[src/rtl/adcemu_tx_pkg.sv]
// rtl/adcemu_tx_pkg.sv - shared constants, pattern codes and slip saturation for the ADC emulator
package adcemu_tx_pkg;

  localparam int NCH      = 4;
  localparam int LANE_W   = 6;
  localparam int SAMPLE_W = 2 * LANE_W;
  localparam int NLANE    = 2 * NCH;
  localparam int SLIP_W   = 3;

  localparam logic [LANE_W-1:0]   FRAME_PAT = 6'b111000;
  localparam logic [SLIP_W-1:0]   SLIP_MAX  = 3'd5;
  localparam logic [SAMPLE_W-1:0] RAMP_STEP = 12'd1;

  typedef enum logic [3:0] {
    PAT_DIN  = 4'd0,
    PAT_ZERO = 4'd1,
    PAT_ONES = 4'd2,
    PAT_ALT  = 4'd3,
    PAT_RAMP = 4'd4,
    PAT_USER = 4'd5
  } pat_e;

  function automatic logic [SLIP_W-1:0] sat_slip(input logic [SLIP_W-1:0] s);
    return (s > SLIP_MAX) ? SLIP_MAX : s;
  endfunction

endpackage

[src/rtl/adcemu_tx_if.sv]
// rtl/adcemu_tx_if.sv - control inputs and lane outputs of the ADC emulator
interface adcemu_tx_if
  import adcemu_tx_pkg::*;
  ();

  logic                       en;
  logic [3:0]                 pat_type;
  logic [SAMPLE_W-1:0]        user_word;
  logic [NCH*SAMPLE_W-1:0]    din;
  logic [(NLANE+1)*SLIP_W-1:0] slip;
  logic                       slip_ld;
  logic [NLANE*LANE_W-1:0]    dout;
  logic [LANE_W-1:0]          fr;
  logic                       sync;
  logic [31:0]                smp_cnt;

  modport master (
    output en, pat_type, user_word, din, slip, slip_ld,
    input  dout, fr, sync, smp_cnt
  );

  modport slave (
    input  en, pat_type, user_word, din, slip, slip_ld,
    output dout, fr, sync, smp_cnt
  );

endinterface

[src/rtl/adcemu_lane_slip.sv]
// rtl/adcemu_lane_slip.sv - one lane: delays the serial bit stream by k bits using the previous word
module adcemu_lane_slip
  import adcemu_tx_pkg::*;
(
  input  logic              clk,
  input  logic              rst_n,
  input  logic [LANE_W-1:0] cur,
  input  logic [SLIP_W-1:0] slip,
  input  logic              load,
  output logic [LANE_W-1:0] word
);

  logic [LANE_W-1:0]   prev;
  logic [SLIP_W-1:0]   k;
  logic [2*LANE_W-1:0] cat;

  assign cat = {prev, cur};

  // The output uses the slip held before this edge, so a new load takes effect one word later.
  always_ff @(posedge clk or negedge rst_n) begin
    if (!rst_n) begin
      prev <= '0;
      k    <= '0;
      word <= '0;
    end else begin
      prev <= cur;
      word <= cat[k +: LANE_W];
      if (load) begin
        k <= sat_slip(slip);
      end
    end
  end

endmodule

[src/rtl/adcemu_tx.sv]
// rtl/adcemu_tx.sv - pattern generator plus per-lane slip stage producing the emulated ADC lane stream
module adcemu_tx
  import adcemu_tx_pkg::*;
(
  input  logic        clk,
  input  logic        rst_n,
  adcemu_tx_if.slave  bus
);

  logic [SAMPLE_W-1:0]     ramp;
  logic                    alt;
  logic [SAMPLE_W-1:0]     gen_word;
  logic [NCH*SAMPLE_W-1:0] s1_next;
  logic [NCH*SAMPLE_W-1:0] s1_data;
  logic                    s1_valid;
  logic                    s1_sync;
  logic                    sync_q;
  logic [31:0]             cnt_q;
  logic [NLANE*LANE_W-1:0] dout_w;
  logic [LANE_W-1:0]       fr_w;

  always_comb begin
    gen_word = '0;
    case (bus.pat_type)
      PAT_ONES: gen_word = 12'hFFF;
      PAT_ALT:  gen_word = alt ? 12'h555 : 12'hAAA;
      PAT_RAMP: gen_word = ramp;
      PAT_USER: gen_word = bus.user_word;
      default:  gen_word = '0;
    endcase
    s1_next = '0;
    for (int ch = 0; ch < NCH; ch++) begin
      if (!bus.en) begin
        s1_next[ch*SAMPLE_W +: SAMPLE_W] = '0;
      end else if (bus.pat_type == PAT_DIN) begin
        s1_next[ch*SAMPLE_W +: SAMPLE_W] = bus.din[ch*SAMPLE_W +: SAMPLE_W];
      end else begin
        s1_next[ch*SAMPLE_W +: SAMPLE_W] = gen_word;
      end
    end
  end

  // Ramp and alternation phase run on EN alone so pattern switches never restart them.
  always_ff @(posedge clk or negedge rst_n) begin
    if (!rst_n) begin
      s1_data  <= '0;
      s1_valid <= 1'b0;
      s1_sync  <= 1'b0;
      ramp     <= '0;
      alt      <= 1'b0;
    end else begin
      s1_data  <= s1_next;
      s1_valid <= bus.en;
      s1_sync  <= bus.en && (ramp == '0);
      if (bus.en) begin
        ramp <= ramp + RAMP_STEP;
        alt  <= ~alt;
      end
    end
  end

  always_ff @(posedge clk or negedge rst_n) begin
    if (!rst_n) begin
      sync_q <= 1'b0;
      cnt_q  <= '0;
    end else begin
      sync_q <= s1_sync;
      if (s1_valid) begin
        cnt_q <= cnt_q + 32'd1;
      end
    end
  end

  // Lane 2i carries channel i bits 5:0, lane 2i+1 bits 11:6, matching the flat sample packing.
  for (genvar l = 0; l < NLANE; l++) begin : g_lane
    adcemu_lane_slip u_slip (
      .clk   (clk),
      .rst_n (rst_n),
      .cur   (s1_data[l*LANE_W +: LANE_W]),
      .slip  (bus.slip[l*SLIP_W +: SLIP_W]),
      .load  (bus.slip_ld),
      .word  (dout_w[l*LANE_W +: LANE_W])
    );
  end

  adcemu_lane_slip u_frame_slip (
    .clk   (clk),
    .rst_n (rst_n),
    .cur   (FRAME_PAT),
    .slip  (bus.slip[NLANE*SLIP_W +: SLIP_W]),
    .load  (bus.slip_ld),
    .word  (fr_w)
  );

  assign bus.dout    = dout_w;
  assign bus.fr      = fr_w;
  assign bus.sync    = sync_q;
  assign bus.smp_cnt = cnt_q;

endmodule

[src/flat_wrapper.sv]
// flat-port wrapper written by rule: the top's interface ports become plain ports
module adcemu_tx_flat import adcemu_tx_pkg::*;
  (clk, rst_n, bus_en, bus_pat_type, bus_user_word, bus_din, bus_slip, bus_slip_ld, bus_dout, bus_fr, bus_sync, bus_smp_cnt);
  adcemu_tx_if bus_i ();
  input  logic clk;
  input  logic rst_n;
  input wire logic [$bits(bus_i.en)-1:0] bus_en;
  input wire logic [$bits(bus_i.pat_type)-1:0] bus_pat_type;
  input wire logic [$bits(bus_i.user_word)-1:0] bus_user_word;
  input wire logic [$bits(bus_i.din)-1:0] bus_din;
  input wire logic [$bits(bus_i.slip)-1:0] bus_slip;
  input wire logic [$bits(bus_i.slip_ld)-1:0] bus_slip_ld;
  output wire logic [$bits(bus_i.dout)-1:0] bus_dout;
  output wire logic [$bits(bus_i.fr)-1:0] bus_fr;
  output wire logic [$bits(bus_i.sync)-1:0] bus_sync;
  output wire logic [$bits(bus_i.smp_cnt)-1:0] bus_smp_cnt;
  assign bus_i.en = bus_en;
  assign bus_i.pat_type = bus_pat_type;
  assign bus_i.user_word = bus_user_word;
  assign bus_i.din = bus_din;
  assign bus_i.slip = bus_slip;
  assign bus_i.slip_ld = bus_slip_ld;
  assign bus_dout = bus_i.dout;
  assign bus_fr = bus_i.fr;
  assign bus_sync = bus_i.sync;
  assign bus_smp_cnt = bus_i.smp_cnt;
  adcemu_tx u_core (.clk(clk), .rst_n(rst_n), .bus(bus_i));
endmodule
[config.mk]
export PLATFORM = sky130hd
export DESIGN_NAME = adcemu_tx_flat
export DESIGN_NICKNAME = d
export VERILOG_FILES = /design/src/rtl/adcemu_tx_pkg.sv /design/src/rtl/adcemu_tx_if.sv /design/src/rtl/adcemu_lane_slip.sv /design/src/rtl/adcemu_tx.sv /design/src/flat_wrapper.sv
export SDC_FILE = /design/constraint.sdc
export NUM_CORES = 1
export LEC_CHECK = 0
export ABC_AREA = 1
export BUFFER_PORTS_ARGS = -buffer_cell sky130_fd_sc_hd__buf_2
export CELL_PAD_IN_SITES_DETAIL_PLACEMENT = 0
export CELL_PAD_IN_SITES_GLOBAL_PLACEMENT = 2
export CORE_UTILIZATION = 36
export DETAILED_ROUTE_END_ITERATION = 6
export PLACE_DENSITY = 0.91
export SKIP_CTS_REPAIR_TIMING = 1
export SLEW_MARGIN = 20
export SYNTH_ARGS = -nofsm -noshare
export SYNTH_HDL_FRONTEND = slang
export SYNTH_SLANG_ARGS = --single-unit
[constraint.sdc]
create_clock -name clk -period 1.9 [get_ports clk]
set_input_delay 0.285 -clock clk [delete_from_list [all_inputs] [get_ports clk]]
set_output_delay 0.285 -clock clk [all_outputs]
set_load 0.02 [all_outputs]
After elaboration in Yosys (flattened, before gate mapping)
Index checks and enable logic that the tools add are counted.
Word-level totals
  register bits after elaboration: 226
  output and inout port bits: 87
  bits of input ports: 95
Cells by class
  $add $sub $neg: 2
  reductions and logical operators: 3
  $lt $le $gt $ge: 9
  bitwise logic cells: 1
  shift-type cells: 9
  equal/unequal tests: 4
  muxes and demuxes: 19
Operators with widths (count)
  $mux W12: 9
  $shiftx A12 B4 Y6: 9
  $pmux W12 S4: 1
  $add A32 B1 Y32 const B: 1
  $gt A3 B3 Y1 const B: 9
  $mux W3: 9
  $add A12 B1 Y12 const B: 1
  $logic_not A12 Y1: 1
  $eq A4 B2 Y1 const B: 2
  $eq A4 B3 Y1 const B: 2
  $logic_not A4 Y1: 1
  $logic_and A1 B1 Y1: 1
  $not A1 Y1: 1

Longest topological paths before layout
Gate-level depths: netlist (run 1).
  depth in word-level cells: 4
  depth in mapped cells: 9
  depth with buffers taken out: 9

Cells and area by module
From an unflattened synthesis (run 1), not the netlist that was laid out.
Second synthesis, totals
  cells, all modules: 1360
  area, all modules: 11043.1 µm²
By module, submodules not included
  adcemu_lane_slip at u_core.g_lane[0].u_slip ...: cells an instance 95, seq. area each 375.4 µm², area an instance 738.2 µm², instances 8
  adcemu_tx: cells an instance 505, seq. area each 2402.3 µm², area an instance 4396.7 µm², instances 1
  adcemu_lane_slip at u_core.u_frame_slip: cells an instance 95, seq. area each 375.4 µm², area an instance 740.7 µm², instances 1

Least setup slack after synthesis (run 1)
OpenSTA, ideal clock, no wires.
  path type: register to register
  start point: reg u_core.cnt_q[0], in the netlist u_core.bus.smp_cnt[0]
  end point: reg u_core.cnt_q[24], in the netlist u_core.bus.smp_cnt[24]
  data required time: 1.779 ns
  arrival: 1.327 ns
  path buffers: 0
  path slack: 0.453 ns
  clock period less this slack: 1.447 ns
  cell stages (with the launch flop): 9
  cell sequence: dfrtp_1 > ha_1 > nand2_2 > nor2_4 > nand2_2 > nor2_4 > nand2_2 > o21ai_1 > nand2_1
On the way
  longest elaborated chain between the ends: 1
RTL lines
  start, declared: line adcemu_tx.sv:18  | logic [31:0] cnt_q;
  start signal, assigned: line adcemu_tx.sv:69  | cnt_q <= cnt_q + 32'd1;
  $add A32 B1 Y32: line adcemu_tx.sv:69
Every way passes these cells.
A chain may end at the register's enable or synchronous reset.

Final worst setup path (run 1)
  start point: reg u_core.g_lane[2].u_slip.k[0]
  end point: reg u_core.g_lane[2].u_slip.word[1]
On the way
  longest elaborated chain between the ends: 1
RTL lines
  start, declared: line adcemu_lane_slip.sv:14  | logic [SLIP_W-1:0] k;
  start signal, assigned: line adcemu_lane_slip.sv:29  | k <= sat_slip(slip);
  $shiftx A12 B4 Y6: line adcemu_lane_slip.sv:27  | word <= cat[k +: LANE_W];
  end signal, assigned: line adcemu_lane_slip.sv:27
  end, declared: line adcemu_lane_slip.sv:10  | output logic [LANE_W-1:0] word
Every way passes these cells.

==> results of run 1 <==
==> cell type report <==
class | count | area share
inverters | 84 | 0.0247
repair buffers | 210 | 0.0940
diodes | 1 | 0.000196
multi-input cells | 870 | 0.330
well taps | 378 | 0.0371
clock inverters | 11 | 0.00912
clock buffers | 36 | 0.0619
flip-flops and latches | 226 | 0.443
==> cells by family (layout without fill, tap and decap cells) <==
group / after synthesis / in the layout / synth area share
mux: 20 / 20 / 0.0193
flops: 226 / 226 / 0.544
simple gates: 612 / 612 / 0.254
other cells: 1 / 2 / 0.000361
fa+ha+maj: 3 / 3 / 0.00361
xor+xnor: 29 / 29 / 0.0244
compound gates: 205 / 205 / 0.103
buf+inv: 131 / 341 / 0.0514
==> synthesized netlist by cell type (7+ instances only) <==
master,n
or2_2,27
nand2_1,312
dfrtp_1,226
clkbuf_1,22
o21ai_0,170
nand4_1,11
nor2_1,119
inv_1,83
xnor2_1,9
xor2_1,20
a21oi_1,16
nand3b_1,7
buf_2,20
nand3_1,117
mux2i_1,20
==> per-stage QoR <==
stage,instance area [sq um],util
3_3_place_gp,11800,0.420
5_1_grt,12800,0.454
4_1_cts,12700,0.452
3_5_place_dp,11800,0.420
6_report,12800,0.454
2_1_floorplan,10400,-
==> routing by layer <==
layer  vias up  GRT usage  share of wire
met1      4015      0.278           0.47
met2       283      0.294           0.44
met3        48     0.0385          0.066
met5         -          0        0.00093
met4         4     0.0439          0.019
li1       4378          -              -
==> state kept, by name, summed over array words and instances, names as in the netlist <==
register	count
u_core.g_lane.u_slip.word	48
u_core.s1_data	48
u_core.g_lane.u_slip.prev	48
u_core.bus.sync	1
u_core.s1_sync	1
u_core.alt	1
u_core.u_frame_slip.prev	1
u_core.u_frame_slip.word	6
u_core.g_lane.u_slip.k	24
u_core.bus.smp_cnt	32
u_core.ramp	12
u_core.s1_valid	1
u_core.u_frame_slip.k	3
==> worst paths after layout <==
kind	endpoint	depth (start not counted)	start	slack [ns]
min reg2reg	u_core.bus.sync	0	u_core.s1_sync	0.36
min	u_core.g_lane[2].u_slip.k[2]	3	bus_slip[8]	-0.02
max in group asynchronous	u_core.bus.smp_cnt[15]	3	rst_n	0.97
min in group asynchronous	u_core.u_frame_slip.word[3]	2	rst_n	0.28
max	u_core.g_lane[2].u_slip.word[1]	5	u_core.g_lane[2].u_slip.k[0]	0.33
max reg2reg	u_core.g_lane[2].u_slip.word[1]	5	u_core.g_lane[2].u_slip.k[0]	0.33
==> power groups by stage <==
stage / combinational (uW) / clock (uW) / sequential, uW
6_report: 2230 / 5160 / 5820
3_5_place_dp: 2240 / 0 / 5910
4_1_cts: 2250 / 5320 / 5830
5_1_grt: 2520 / 5520 / 5910
2_1_floorplan: 1160 / 0 / 6070
3_3_place_gp: 2230 / 0 / 5900
==> critical path, delay by kind of cell (launching register included) <==
kind	cells	cell delay, ns
buffers and inverters	1	0.24
AND/OR/NAND/NOR	1	0.08
flip-flops	1	0.61
AO/OA/AOI/OAI	3	0.51
==> summary.md, run 1 <==
| Metric | Value |
|---|---|
| Outcome | finished, violations left |
| Failing checks | negative hold slack |
| P_int | 9320 uW |
| Commonest non-fill, non-tap cell in the layout | nand2_1 |
| Fmax | 0.635 GHz |
| Synth cell types | 33 |
| Crit-path cells | inv_1 > o21ai_0 > nand2_1 > o21ai_0 > o21ai_0 |
| Class of the worst hold path | in -> reg |
| Min cycle time layout | 1.57 ns |
| Total wire length | 27.9 mm |
| DR vias | 8728 |
| Relative slew slack | 0.463 |
| Residual DRC count | 0 |
| Yosys top cell area share | 0.544 |
| Post-synth net total | 1325 |
| Sw Pwr | 3900 uW |
| First-pass GRT wire length | 44.2 mm |
| Slew @ Worst Pin | 0.802 ns |
| DR vias/cell | 4.81 |
| CTS root buf | clkbuf_16 |
| Site Rows | 61 |
| Synth Warn # | 0 |
| DRT Pass-1 Iters | 5 |
| Number of max-cap violations | 0 |
| Synth area leader | dfrtp_1 |
| Final setup violation count | 0 |
| Logic pwr share | 0.169 |
| Clock sink count | 226 |
| Initial antenna violation count | 4 |
| #FFs+latches synth | 226 |
| Final worst-path setup slack | 0.326 ns |
| TritonCTS Buffers | 27 |
| PwrDens | 1040 nW/um^2 |
| Fill count | 2857 |
| Clock transition at path regs | 0.06 ns |
| Clock power share | 0.391 |
| RePlAce Congestion | 0.862 |
| Net switching share of the total power | 0.295 |
| Largest net degree at the start of global routing | 53 |
| GRT Residual Overflow | 0 |
| Post-Syn Area | 10400 sq um |
| CP Data Arrival Time | 1.97 ns |
| Worst setup SP type | flip-flop |
| Insertion delay to the later sink of the worst-skew pair | 0.52 ns |
| DIE AREA | 29600 sq um |
| Multi-input logic area | 4200 sq um |
| Worst vdd ir | 0.000654 V |
| CP Max Fanout | 14 |
| Top FF cell, synth | dfrtp_1 |
| Clock tree buffer depth | 3 |
| Power, Total | 13200 uW |
| Die Width | 172 um |
| Leakage | 0.00659 uW |
| Asr flop ratio synth | 1.00 |
| Initial core utilization | 0.370 |
| CTS H-Tree Depth | 1 |
| Required time worst endpoint | 2.30 ns |
| Number of port buffers | 181 |
| Cell with the biggest individual delay on the critical path | dfrtp_1 |
| Final cell count without fillers | 1816 |
| GR Util All Layers | 0.192 |
| Share of cells above drive strength 1 | 0.204 |
| Sequential share of power | 0.441 |
| Commonest cells after routing, fill and taps aside | nand2_1, dfrtp_1, buf_2 |
| Hold Violations, Final | 3 |
| Final setup TNS | 0 ns |
| Setup crit end kind | flip-flop |
| Place WS | 0.210 ns |
| Setup Skew | 0.00609 ns |
| FF+latch area | 5660 sq um |
| Unrepaired setup endpoints after global routing | false |
| EDFF count, synth | 0 |
| Dpl cells | 1762 |
| Routed wire per std cell | 15.4 um |
| I/O pin cnt | 182 |
| Syn Inst Count | 1227 |
| Syn-to-layout area delta | 22.7% |
| Post-synthesis sequential area ratio | 0.544 |
| Die Y | 172 um |
| Final nets | 1517 |
| Critical setup path kind | reg -> reg |
| Max-slew violations | 0 |
| Final Cycle Share | 0.828 |
| Routed Antenna Nets | 0 |
| Core area | 28100 sq um |
| CTS tree | built |
| CP max stage delay | 0.61 ns |
| Starting DRT DRC Count | 694 |
| Hold slack final | -0.0161 ns |
| Synth Area per Inst | 8.47 sq um |
| Top cells by area, synth | dfrtp_1, nand2_1, o21ai_0 |
| Hpwl dp | 20.8 mm |
| Vias in the first global route | 8192 |
| Most used cell, CP | o21ai_0 |
(Power assumes the default switching activity.)
==> run 2, diff against run 1 <==
--- a/config.mk
+++ b/config.mk
@@ -9,9 +9,9 @@
 export BUFFER_PORTS_ARGS = -buffer_cell sky130_fd_sc_hd__buf_2
 export CELL_PAD_IN_SITES_DETAIL_PLACEMENT = 0
 export CELL_PAD_IN_SITES_GLOBAL_PLACEMENT = 2
-export CORE_UTILIZATION = 36
+export CORE_UTILIZATION = 30
 export DETAILED_ROUTE_END_ITERATION = 6
-export PLACE_DENSITY = 0.91
+export PLACE_DENSITY = 0.82
 export SKIP_CTS_REPAIR_TIMING = 1
 export SLEW_MARGIN = 20
 export SYNTH_ARGS = -nofsm -noshare
==> constraint.sdc (replaced) <==
create_clock -name clk -period 1.3 [get_ports clk]
set_input_delay 0.195 -clock clk [delete_from_list [all_inputs] [get_ports clk]]
set_output_delay 0.195 -clock clk [all_outputs]
set_load 0.02 [all_outputs]
==> run 2 against run 1 <==
  * Die area grew 20%
  * Core utilization grew 0.46 points
  * Clock skew grew 0.0061 ns
  * Largest power group unchanged
  * The run ends with negative hold slack, negative setup slack left
  * Register-to-register slack lost 0.44 ns
  * Sequential power grew 46%
  * Cell count grew 14%
  * Routed wire length grew 16%
  * Largest cell class unchanged
  * Final area grew 21%
  * Power grew 63%
  * Clock-buffer cell count grew 6
  * Highest routed layer unchanged
==> summary.md, run 2 (synthesis gave the netlist of run 1 again) <==
| Metric | Value |
|---|---|
| Outcome | finished, violations left |
| Failing checks | negative hold slack, negative setup slack |
| Setup crit end kind | output pin |
| Final worst-path setup slack | -0.176 ns |
| Relative slew slack | 0.626 |
| Initial core utilization | 0.308 |
| Max-slew violations | 0 |
| Leakage | 0.00772 uW |
| Initial antenna violation count | 2 |
| Power, Total | 21600 uW |
| Util after Layout | 0.459 |
| Clock sink count | 226 |
| DR vias/cell | 4.66 |
| Clock transition at path regs | 0.06 ns |
| DIE AREA | 35400 sq um |
| TritonCTS Buffers | 28 |
| Core area | 33800 sq um |
| Number of max-cap violations | 0 |
| Final setup TNS | -3.68 ns |
| CP Max Fanout | 3 |
| RePlAce Congestion | 0.830 |
| Biggest regs | u_core.g_lane.u_slip.prev x48, u_core.g_lane.u_slip.word x48, u_core.s1_data x48 |
| Final nets | 1703 |
| Hold slack final | -0.0578 ns |
| Die Width | 188 um |
| Hpwl dp | 23.3 mm |
| Vias in the first global route | 8857 |
| Share of cells above drive strength 1 | 0.357 |
| Min cycle time layout | 1.48 ns |
| Commonest non-fill, non-tap cell in the layout | nand2_1 |
| Slew @ Worst Pin | 0.559 ns |
| I/O pin cnt | 182 |
| PwrDens | 1390 nW/um^2 |
| Hold Violations, Final | 10 |
| Global-route met1 utilization | 0.249 |
| Residual DRC count | 0 |
| Fmax | 0.677 GHz |
| GR Util All Layers | 0.172 |
| Class of the worst hold path | in -> reg |
| Starting DRT DRC Count | 485 |
| Worst setup SP type | flip-flop |
| Setup Skew | 0.0122 ns |
| Syn-to-layout area delta | 49.1% |
| Critical setup path kind | reg -> out |
| Final Cycle Share | 1.14 |
| CP Data Arrival Time | 1.28 ns |
| CTS root buf | clkbuf_16 |
| GR peak layer | met2 |
| Routed Antenna Nets | 0 |
| Commonest cells after routing, fill and taps aside | nand2_1, dfrtp_1, buf_2 |
| CTS H-Tree Depth | 1 |
| GRT Residual Overflow | 0 |
| Number of port buffers | 181 |
| Largest net degree at the start of global routing | 47 |
| Site Rows | 67 |
| Unrepaired setup endpoints after global routing | true |
| Total wire length | 32.3 mm |
| Worst vdd ir | 0.00112 V |
| DR vias | 9664 |
| Routed wire per std cell | 15.6 um |
| CTS tree | built |
| First-pass GRT wire length | 48.1 mm |
| Met3 Resource Use GR | 0.0296 |
| GR met2 Demand/Resource | 0.264 |
| Final setup violation count | 67 |
| DRT Pass-1 Iters | 5 |
| Required time worst endpoint | 1.11 ns |
| Insertion delay to the later sink of the worst-skew pair | 0.54 ns |
| Die Y | 188 um |
| Clock tree buffer depth | 3 |
-- run 2: cell count changes in the layout (fill, tap and decap cells not counted), sizes merged --
cell / previous run / this run
dlygate4sd3: 6 / 43
clkinv: 6 / 4
clkbuf: 36 / 42
bufinv: 2 / 4
clkinvlp: 3 / 2
inv: 84 / 82
buf: 204 / 352
-- run 2: final cells by class --
type	count	area, sq um
antenna	1	2.50
clock buffer	42	835
clock inverter	8	144
fill	3279	18300
inverter	84	328
multi-input combinational	870	4830
sequential	226	5680
tap	448	561
timing repair buffer	395	3120
-- run 2: worst max-delay path, cell delays in order, from the launching register on --
cell     delay [ns]
dfrtp_1        0.39
buf_6          0.13
buf_6          0.10
buf_6          0.12
-- run 2: routing by layer --
layer | share of wire | routed length, um
met1 | 0.47 | 15100
met3 | 0.052 | 1680
met4 | 0.022 | 713
met5 | 0.00025 | 8
met2 | 0.46 | 14800
-- run 2: power breakdown --
part	internal (uW)	switching (uW)	leakage, uW
registers	7830	672	0.00294
clock network	5190	3010	0.000481
logic	2250	2660	0.00430
-- run 2: path summary, 6_finish.rpt --
kind	from	endpoint	slack, ns	depth (start not counted)
min	bus_din[8]	u_core.s1_data[8]	-0.06	3
max in group asynchronous	rst_n	u_core.bus.smp_cnt[6]	0.55	3
min in group asynchronous	rst_n	u_core.u_frame_slip.word[4]	0.16	2
max reg2reg	u_core.bus.smp_cnt[0]	u_core.bus.smp_cnt[24]	-0.11	8
min reg2reg	u_core.s1_sync	u_core.bus.sync	0.37	0
max	u_core.bus.smp_cnt[18]	bus_smp_cnt[18]	-0.18	3
-- run 2: metrics by stage --
| stage | hold slack, ns | instance area, sq um | setup slack, ns | std cells |
|---|---|---|---|---|
| after floorplan | -0.101 | 10400 | -0.0258 | 1227 |
| after global placement | 0.129 | 12700 | -0.172 | 1933 |
| after detailed placement | 0.132 | 12700 | -0.238 | 1933 |
| after CTS | -0.449 | 13700 | -0.245 | 1983 |
| after global routing | 0.000478 | 15500 | -0.219 | 2074 |
| final | -0.0578 | 15500 | -0.176 | 2074 |
